**src/rtl/width_conv_pkg.sv**
```systemverilog
// Shared definitions for the narrow/wide width-conversion path.
// The packer and the downstream unpacker both use these.
package width_conv_pkg;

    typedef enum logic [1:0] {
        EMPTY      = 2'd0,
        FILLING    = 2'd1,
        FLUSH_PEND = 2'd2
    } acc_state_e;

    // Width of a lane count that must represent 0..ratio inclusive.
    function automatic int lane_count_width(input int ratio);
        return $clog2(ratio + 1);
    endfunction

endpackage

```
**src/rtl/fifo_width_packer.sv**
```systemverilog
// Packs RATIO narrow beats (little-endian) into one wide FIFO word.
// Accumulator plus hold register let the stream keep flowing while a word waits on a full FIFO.
module fifo_width_packer
    import width_conv_pkg::*;
#(
    parameter  int IN_WIDTH  = 8,
    parameter  int RATIO     = 4,
    localparam int OUT_WIDTH = IN_WIDTH * RATIO,
    localparam int CNT_W     = lane_count_width(RATIO)
) (
    input  logic                 clk_i,
    input  logic                 reset_ni,
    input  logic [IN_WIDTH-1:0]  in_data_i,
    input  logic                 in_valid_i,
    output logic                 in_ready_o,
    input  logic                 flush_i,
    input  logic                 fifo_full_i,
    output logic                 fifo_write_o,
    output logic [OUT_WIDTH-1:0] fifo_wdata_o,
    output logic [CNT_W-1:0]     fifo_wcount_o
);

    localparam logic [CNT_W-1:0] LAST_IDX  = CNT_W'(RATIO - 1);
    localparam logic [CNT_W-1:0] FULL_CNT  = CNT_W'(RATIO);
    localparam logic [CNT_W-1:0] CNT_ZERO  = {CNT_W{1'b0}};
    localparam logic [CNT_W-1:0] CNT_ONE   = {{(CNT_W-1){1'b0}}, 1'b1};

    acc_state_e           state_q, state_d;
    logic [CNT_W-1:0]     idx_q, idx_d;
    logic [OUT_WIDTH-1:0] acc_q, acc_d;
    logic [OUT_WIDTH-1:0] hold_q;
    logic [CNT_W-1:0]     hold_cnt_q;
    logic                 hold_valid_q;

    logic                 drain_s;
    logic                 hold_free_s;
    logic                 pend_s;
    logic                 accept_s;
    logic [CNT_W-1:0]     idx_inc_s;
    logic [OUT_WIDTH-1:0] acc_ins_s;
    logic                 load_s;
    logic [OUT_WIDTH-1:0] load_data_s;
    logic [CNT_W-1:0]     load_cnt_s;

    // Handshake and drain decode; ready depends combinationally on the FIFO full flag.
    always_comb begin
        drain_s     = hold_valid_q & ~fifo_full_i;
        hold_free_s = ~hold_valid_q | drain_s;
        pend_s      = (state_q == FLUSH_PEND);
        in_ready_o  = ~(((idx_q == LAST_IDX) | pend_s) & ~hold_free_s);
        accept_s    = in_valid_i & in_ready_o;
        idx_inc_s   = idx_q + {{(CNT_W-1){1'b0}}, accept_s};
    end

    // Accumulator image with the accepted beat dropped into lane idx_q.
    always_comb begin
        acc_ins_s = acc_q;
        for (int k = 0; k < RATIO; k++) begin
            acc_ins_s[k*IN_WIDTH +: IN_WIDTH] = (accept_s && (idx_q == CNT_W'(k)))
                                              ? in_data_i
                                              : acc_q[k*IN_WIDTH +: IN_WIDTH];
        end
    end

    // Accumulator next state and hold-register load decision.
    always_comb begin
        state_d     = state_q;
        idx_d       = idx_q;
        acc_d       = acc_q;
        load_s      = 1'b0;
        load_data_s = acc_q;
        load_cnt_s  = idx_q;
        case (state_q)
            FLUSH_PEND: begin
                // Flush requests are ignored here; a beat taken in the transfer cycle starts a fresh word.
                if (hold_free_s) begin
                    load_s      = 1'b1;
                    load_data_s = acc_q;
                    load_cnt_s  = idx_q;
                    acc_d       = accept_s ? OUT_WIDTH'(in_data_i) : {OUT_WIDTH{1'b0}};
                    idx_d       = accept_s ? CNT_ONE : CNT_ZERO;
                    state_d     = accept_s ? FILLING : EMPTY;
                end else begin
                    state_d     = FLUSH_PEND;
                end
            end
            EMPTY, FILLING: begin
                if (accept_s && (idx_q == LAST_IDX)) begin
                    load_s      = 1'b1;
                    load_data_s = acc_ins_s;
                    load_cnt_s  = FULL_CNT;
                    acc_d       = {OUT_WIDTH{1'b0}};
                    idx_d       = CNT_ZERO;
                    state_d     = EMPTY;
                end else if (flush_i && (idx_inc_s != CNT_ZERO)) begin
                    if (hold_free_s) begin
                        load_s      = 1'b1;
                        load_data_s = acc_ins_s;
                        load_cnt_s  = idx_inc_s;
                        acc_d       = {OUT_WIDTH{1'b0}};
                        idx_d       = CNT_ZERO;
                        state_d     = EMPTY;
                    end else begin
                        acc_d       = acc_ins_s;
                        idx_d       = idx_inc_s;
                        state_d     = FLUSH_PEND;
                    end
                end else begin
                    acc_d   = acc_ins_s;
                    idx_d   = idx_inc_s;
                    state_d = (idx_inc_s == CNT_ZERO) ? EMPTY : FILLING;
                end
            end
            default: begin
                acc_d   = {OUT_WIDTH{1'b0}};
                idx_d   = CNT_ZERO;
                state_d = EMPTY;
            end
        endcase
    end

    // Accumulator state register.
    always_ff @(posedge clk_i or negedge reset_ni) begin
        if (!reset_ni) begin
            state_q <= EMPTY;
            idx_q   <= CNT_ZERO;
            acc_q   <= {OUT_WIDTH{1'b0}};
        end else begin
            state_q <= state_d;
            idx_q   <= idx_d;
            acc_q   <= acc_d;
        end
    end

    // Hold register: a new load wins over the drain of the previous word on the same edge.
    always_ff @(posedge clk_i or negedge reset_ni) begin
        if (!reset_ni) begin
            hold_q       <= {OUT_WIDTH{1'b0}};
            hold_cnt_q   <= CNT_ZERO;
            hold_valid_q <= 1'b0;
        end else if (load_s) begin
            hold_q       <= load_data_s;
            hold_cnt_q   <= load_cnt_s;
            hold_valid_q <= 1'b1;
        end else if (drain_s) begin
            hold_valid_q <= 1'b0;
        end else begin
            hold_valid_q <= hold_valid_q;
        end
    end

    assign fifo_write_o  = drain_s;
    assign fifo_wdata_o  = hold_q;
    assign fifo_wcount_o = hold_cnt_q;

endmodule

```
**config.mk**
```make
export PLATFORM = sky130hd
export DESIGN_NAME = fifo_width_packer
export DESIGN_NICKNAME = d
export VERILOG_FILES = /design/src/rtl/width_conv_pkg.sv /design/src/rtl/fifo_width_packer.sv
export SDC_FILE = /design/constraint.sdc
export NUM_CORES = 1
export LEC_CHECK = 0
export CAP_MARGIN = 20
export CORE_MARGIN = 2
export CORE_UTILIZATION = 45
export CTS_BUF_LIST = sky130_fd_sc_hd__clkbuf_4 sky130_fd_sc_hd__clkbuf_8 sky130_fd_sc_hd__clkbuf_16
export CTS_CLUSTER_SIZE = 28
export DETAILED_ROUTE_END_ITERATION = 10
export GPL_ROUTABILITY_DRIVEN = 0
export PLACE_DENSITY = 0.76
export SYNTH_ARGS = -nofsm -noshare
export SYNTH_HDL_FRONTEND = slang
export SYNTH_SLANG_ARGS = --single-unit
export TNS_END_PERCENT = 20
```
**constraint.sdc**
```tcl
create_clock -name clk_i -period 4.3 [get_ports clk_i]
set_input_delay 1.075 -clock clk_i [delete_from_list [all_inputs] [get_ports clk_i]]
set_output_delay 1.075 -clock clk_i [all_outputs]
set_load 0.02 [all_outputs]
```
==> results of run 1 <==
==> layout make-up <==
cell class              instances  area (um2)
well taps                      99       123.9
clock buffers                   9       123.9
inverters                       5       18.77
fillers                       613        3048
repair buffers                 60       568.0
flip-flops and latches         73        1827
clock inverters                 7       77.57
multi-input cells             174        1389
==> stage by stage <==
step           setup TNS [ns]    util
6_report                    0  0.5752
5_1_grt                     0  0.5752
4_1_cts                     0  0.5752
3_5_place_dp          -0.1390  0.5472
3_3_place_gp                0  0.5472
2_1_floorplan               0       -
==> logic make-up after synthesis <==
group           Yosys count  synth area share
simple gates             82            0.1618
mux                       9           0.02728
xor+xnor                  1          0.004927
flops                    73            0.5532
buf+inv                  16           0.02766
fa+ha+maj                 2          0.007577
compound gates           80            0.2175
==> worst min-delay path, stage by stage, from the launching register on <==
cell and delay, ns:
dfrtp_1 0.34, nand2_1 0.05, o21ai_1 0.06
==> worst paths after layout <==
path / start / to
max in group asynchronous: reset_ni / fifo_wdata_o[7]$_DFFE_PN0P_
worst max register to register: state_q[1]$_DFF_PN0_ / acc_q[23]$_DFFE_PN0N_
worst min-delay path: fifo_wdata_o[30]$_DFFE_PN0P_ / fifo_wdata_o[30]$_DFFE_PN0P_
worst min register to register: fifo_wdata_o[30]$_DFFE_PN0P_ / fifo_wdata_o[30]$_DFFE_PN0P_
min in group asynchronous: reset_ni / acc_q[19]$_DFFE_PN0N_
worst max-delay path: fifo_full_i / acc_q[23]$_DFFE_PN0N_
==> per-layer routing <==
layer,vias up,global-route usage,part of all wire
li1,1137,-,-
met1,1216,0.3036,0.48
met2,77,0.2988,0.46
met3,15,0.03291,0.045
met4,0,0.09498,0.019
met5,-,0,0
==> state kept, by name (all words and copies together) (netlist names) <==
name,flops
hold_valid_q,1
acc_q,32
idx_q,3
fifo_wcount_o,3
state_q,2
fifo_wdata_o,32
==> report_power, final <==
group / switching (mW) / total [mW] / leakage (nW) / internal (mW)
Sequential: 0.175 / 1.08 / 0.978 / 0.910
Clock: 0.276 / 0.549 / 0.100 / 0.273
Combinational: 0.733 / 1.32 / 0.818 / 0.590
Total: 1.18 / 2.96 / 1.90 / 1.77
==> Yosys cell counts (2+ instances only) <==
library cell   n  area, um2
a21o_1         2      15.01
inv_1          5      18.77
nor3b_1        3      22.52
a22o_1        25      219.0
o21ai_2        3      26.28
nor3_1         5      25.02
nor3_2         2      20.02
a21oi_1        4      20.02
clkbuf_1       2      7.510
nor2b_1        9      56.30
a221o_1       18      180.2
buf_6          2      22.52
nor2_4         2      22.52
or3_1          4      25.02
nor2_1         6      22.52
a32o_1         2      20.02
o21ai_4        3      48.80
nand2b_4       2      27.53
ha_1           2      25.02
buf_4          3      22.52
and3_1        19      118.9
buf_2          4      20.02
nand2_1       16      60.06
o32ai_1        3      26.28
o21ai_1        9      45.04
mux2i_1        9      90.09
dfrtp_1       73       1827
==> results.cfg, run 1 <==
[route]
first_iter_violations = 241
wl_mm = 7.681
vias = 2445
drtPass1Iterations = 4
wl_per_cell_um = 17.99
vias_per_cell = 5.726
route.detailed.drc = 0
detail-route-antenna-nets = 0

[worst_setup_path]
crit_buf_inv = 1
arrival_ns = 4.27
endpoint_kind = flop
critPathTopFamily = simple AND/OR/NAND/NOR gates
critPathMostFrequentCell = ha_1
r2r_slack_ns = 0.99
r2r_cells = 10
critical_path.max_fanout = 8
cpMaxStageDelayCell = clkdlybuf4s50_1
worst-path-stages = 12
crit_path_max_incr_delay_ns = 0.48
worstPathCellList = clkdlybuf4s50_1 > nand2_1 > nor3b_1 > nor2_1 > and2_1 > ha_1 > ha_1 > or3_1 > o22a_1 > nor2_2 > and2_0 > a22o_1
path_class = input port to flop
start_kind = input port
crit_required_ns = 4.58

[clock_network]
cts_hold_buf = 0
root_buffer = clkbuf_8
insertion_delay_ns = 0.35
cts_tree = yes
cts_resized = 0
cts_buffers = 9
path_clk_slew_ns = 0.07
htreeDepth = 3
clock-sinks = 73
postCtsSetupRepairBufs = 0
clk_path_buf_depth = 2

[power]
ir_worst_vdd_uv = 291.2
p_leak_nw = 1.896
powerDensity_nw_per_um2 = 716.0
total_power_mw = 2.956

[die]
die-area_um2 = 8039
core_um2 = 7176
boundaryPins = 50
start_util = 0.4602
fp.dieW_um = 89.66
die_h_um = 89.66
num_rows = 31

[place]
post-place-ws_ns = -0.01969
port_buffers = 49
place_area_um2 = 3926
hpwlAfterDp_mm = 5.249
placed_cells = 411

[grt]
grt_usage = 0.2061
grt-ovfl-total = 0
first_global_vias = 2462
grt_pass1_wl_mm = 12.48
grt_max_degree = 32
antenna_found_initial = 0

[timing]
rsz0062_at_grt = false
worst_slew_margin_rel = 0.5570
finalWorstSetupSlack_ns = 0.3124
period_share = 0.9273
finalSetupViolations = 0
slew_violations = 0
worstMarginPinSlew_ns = 0.6646
hold_viol = 0
fmax_ghz = 0.2508
hold_ws_ns = 0.4940
period_needed_ns = 3.988
clock_skew_ns = 0.01455

[min_path]
hp-class = flop to flop
whs_path_depth = 2

[synth]
synth-main-ff-cell = dfrtp_1
synth_edf_count = 0
ys_ff_latch = 73
syn-cell-area_um2 = 3302
synth.distinct_cells = 53
ys_warn_count = 0
syn_avg_cell_area_um2 = 12.55
syn_nets = 278
ys_seq_area_frac = 0.5532
synthArstFlopShare = 1.000
syn_inst = 263

[finish]
diodes = 0
mostFrequentLayoutCells = dfrtp_1 (73), clkdlybuf4s50_1 (48), a22o_1 (25), and3_1 (19), a221o_1 (18)
post-route-cell-area_um2 = 4128
drive_gt1_frac = 0.1585
final_common_cell = dfrtp_1
area_growth_pct = 25.01
stdcell_count = 427
final_nets = 338

[status]
outcome = completed

[job]
max_cap_violations = 0
Note: power is estimated with default switching activity, not from simulation.
==> inputs of run 2 (changes only) <==
--- a/config.mk
+++ b/config.mk
@@ -6,13 +6,13 @@
 export NUM_CORES = 1
 export LEC_CHECK = 0
 export CAP_MARGIN = 20
-export CORE_MARGIN = 2
 export CORE_UTILIZATION = 45
 export CTS_BUF_LIST = sky130_fd_sc_hd__clkbuf_4 sky130_fd_sc_hd__clkbuf_8 sky130_fd_sc_hd__clkbuf_16
 export CTS_CLUSTER_SIZE = 28
 export DETAILED_ROUTE_END_ITERATION = 10
 export GPL_ROUTABILITY_DRIVEN = 0
 export PLACE_DENSITY = 0.76
+export SLEW_MARGIN = 10
 export SYNTH_ARGS = -nofsm -noshare
 export SYNTH_HDL_FRONTEND = slang
 export SYNTH_SLANG_ARGS = --single-unit
==> constraint.sdc (replaced) <==
create_clock -name clk_i -period 4.3 [get_ports clk_i]
set_input_delay 1.075 -clock clk_i [delete_from_list [all_inputs] [get_ports clk_i]]
set_output_delay 1.075 -clock clk_i [all_outputs]
set_load 0.01 [all_outputs]
==> run 2 against run 1 <==
Against the previous run: first-iteration DRC count fell by 30%; largest cell class unchanged; sequential power barely moved; register-to-register slack improved by 0.03 ns; maximum frequency rose by 1.2%; critical path type unchanged; clock skew fell by 0.0052 ns; cell area rose by 1.1%; die area fell by 4.4%.
==> results.cfg, run 2 (same netlist as run 1, synthesis figures left out) <==
[status]
outcome = completed

[place]
post-place-ws_ns = 0.02267
placed_cells = 409
hpwlAfterDp_mm = 5.287
port_buffers = 49

[timing]
worst_slew_margin_rel = 0.5515
clock_skew_ns = 0.009332
fin_tns_setup_ns = 0
finalSetupViolations = 0
hold_viol = 0
period_share = 0.9165
rsz0062_at_grt = false
finalWorstSetupSlack_ns = 0.3590
fmax_ghz = 0.2537
period_needed_ns = 3.941
worstMarginPinSlew_ns = 0.6698
slew_violations = 0

[job]
max_cap_violations = 0

[route]
first_iter_violations = 168
maxUsedRoutingLayer = met4
drt-met1-wl_mm = 3.530
route.detailed.drc = 0
wl_per_cell_um = 18.05
vias_per_cell = 5.681
wl_mm = 7.688
vias = 2420
detail-route-antenna-nets = 0
drtPass1Iterations = 4
route.met3.wl_um = 468
wl_met2_mm = 3.538

[clock_network]
root_buffer = clkbuf_8
htreeDepth = 3
cts_resized = 0
clock-sinks = 73
cts_buffers = 9
clk_path_buf_depth = 2
path_clk_slew_ns = 0.08
cts_hold_buf = 0
cts_tree = yes
postCtsSetupRepairBufs = 0
insertion_delay_ns = 0.35

[worst_setup_path]
crit_buf_inv = 1
start_kind = input port
endpoint_kind = flop
critical_path.max_fanout = 20
r2r_slack_ns = 1.02
worstPathCellList = clkdlybuf4s50_1 > nand2_1 > nor3b_1 > nor2_1 > and2_1 > ha_1 > ha_1 > xor2_2 > o311ai_4 > nand2b_1 > and3_1 > a221o_1
path_class = input port to flop
r2r_cells = 10
crit_path_max_incr_delay_ns = 0.48
arrival_ns = 4.17
crit_required_ns = 4.53
critPathMostFrequentCell = ha_1
r2r_end = fifo_wdata_o[17]$_DFFE_PN0P_
worstReg2RegStart = state_q[1]$_DFF_PN0_
critPathTopFamily = simple AND/OR/NAND/NOR gates
cpMaxStageDelayCell = clkdlybuf4s50_1

[power]
ir_worst_vdd_uv = 250.8
p_leak_nw = 1.913
powerDensity_nw_per_um2 = 700.2

[grt]
antenna_found_initial = 0
grt_max_degree = 52
grt_usage = 0.2241
grt_pass1_wl_mm = 12.83
grt-ovfl-total = 0
first_global_vias = 2502

[die]
die-area_um2 = 7684
die_h_um = 87.66
num_rows = 30
start_util = 0.4755
fp.dieW_um = 87.66
core_um2 = 6944
boundaryPins = 50

[finish]
area_growth_pct = 26.41
diodes = 0
nFillCells = 574
final_common_cell = dfrtp_1
mostFrequentLayoutCells = dfrtp_1 (73), clkdlybuf4s50_1 (48), a22o_1 (25), and3_1 (19), a221o_1 (18)
final_nets = 340
drive_gt1_frac = 0.1636
stdcell_count = 426

[min_path]
whs_path_depth = 1
hp-class = flop to flop
hp-start = acc_q[0]$_DFFE_PN0N_
holdPathEnd = fifo_wdata_o[0]$_DFFE_PN0P_
run 2: cell types whose count changed in the layout (fill, tap and decap cells not counted), sizes merged:
cell      delta
clkinv       -3
buf          +2
clkinvlp     +2
bufinv       +1
run 2: power by group:
group / switching (mW) / internal [mW]
logic: 0.642 / 0.598
clock network: 0.270 / 0.330
registers: 0.173 / 0.910
run 2: through the flow:
| step | utilization | instance area, um2 | power (mW) | hold slack, ns |
|---|---|---|---|---|
| final | 0.6011 | 4174 | 2.923 | 0.4843 |
| after CTS | 0.5982 | 4154 | 2.937 | 0.4848 |
| after global placement | 0.5659 | 3930 | 2.302 | 0.4585 |
| after detailed placement | 0.5659 | 3930 | 2.334 | 0.4667 |
| after global routing | 0.6011 | 4174 | 3.101 | 0.5174 |
| after floorplan | - | 3302 | 1.848 | 0.4496 |
run 2: worst max-delay path by stage:
| stage | start | to | slack (ns) | cells after the start |
|---|---|---|---|---|
| 6_report | fifo_full_i | fifo_wdata_o[17]$_DFFE_PN0P_ | 0.36 | 12 |
| 5_1_grt | fifo_full_i | fifo_wdata_o[7]$_DFFE_PN0P_ | 0.09 | 12 |
| 3_3_place_gp | fifo_full_i | fifo_wdata_o[21]$_DFFE_PN0P_ | 0.11 | 12 |
| 2_1_floorplan | fifo_full_i | acc_q[10]$_DFFE_PN0N_ | 0.61 | 11 |
| 4_1_cts | fifo_full_i | fifo_wdata_o[7]$_DFFE_PN0P_ | 0.39 | 12 |
| 3_5_place_dp | fifo_full_i | fifo_wdata_o[6]$_DFFE_PN0P_ | 0.02 | 12 |
run 2: worst register-to-register path, delay by kind of cell, from the launching register on:
family | cells | cell delay [ns]
and+or+nand+nor | 5 | 1.35
DFF | 1 | 0.59
adders and majority gates | 2 | 0.43
xor gates and xnor gates | 1 | 0.21
AOI/OAI and AO/OA | 2 | 0.59
run 2: area by class of cell:
cell class	count	area, um2	area share
inverter	5	18.77	0.004496
multi-input combinational	174	1389	0.3327
timing repair buffer	62	595.6	0.1427
tap	96	120.1	0.02878
sequential	73	1827	0.4376
clock inverter	7	100.1	0.02398
clock buffer	9	123.9	0.02968
run 2: routing by layer:
layer | vias up | GRT usage
met4 | 0 | 0.09240
met1 | 1199 | 0.3100
met5 | - | 0
met3 | 12 | 0.04524
li1 | 1130 | -
met2 | 79 | 0.3466
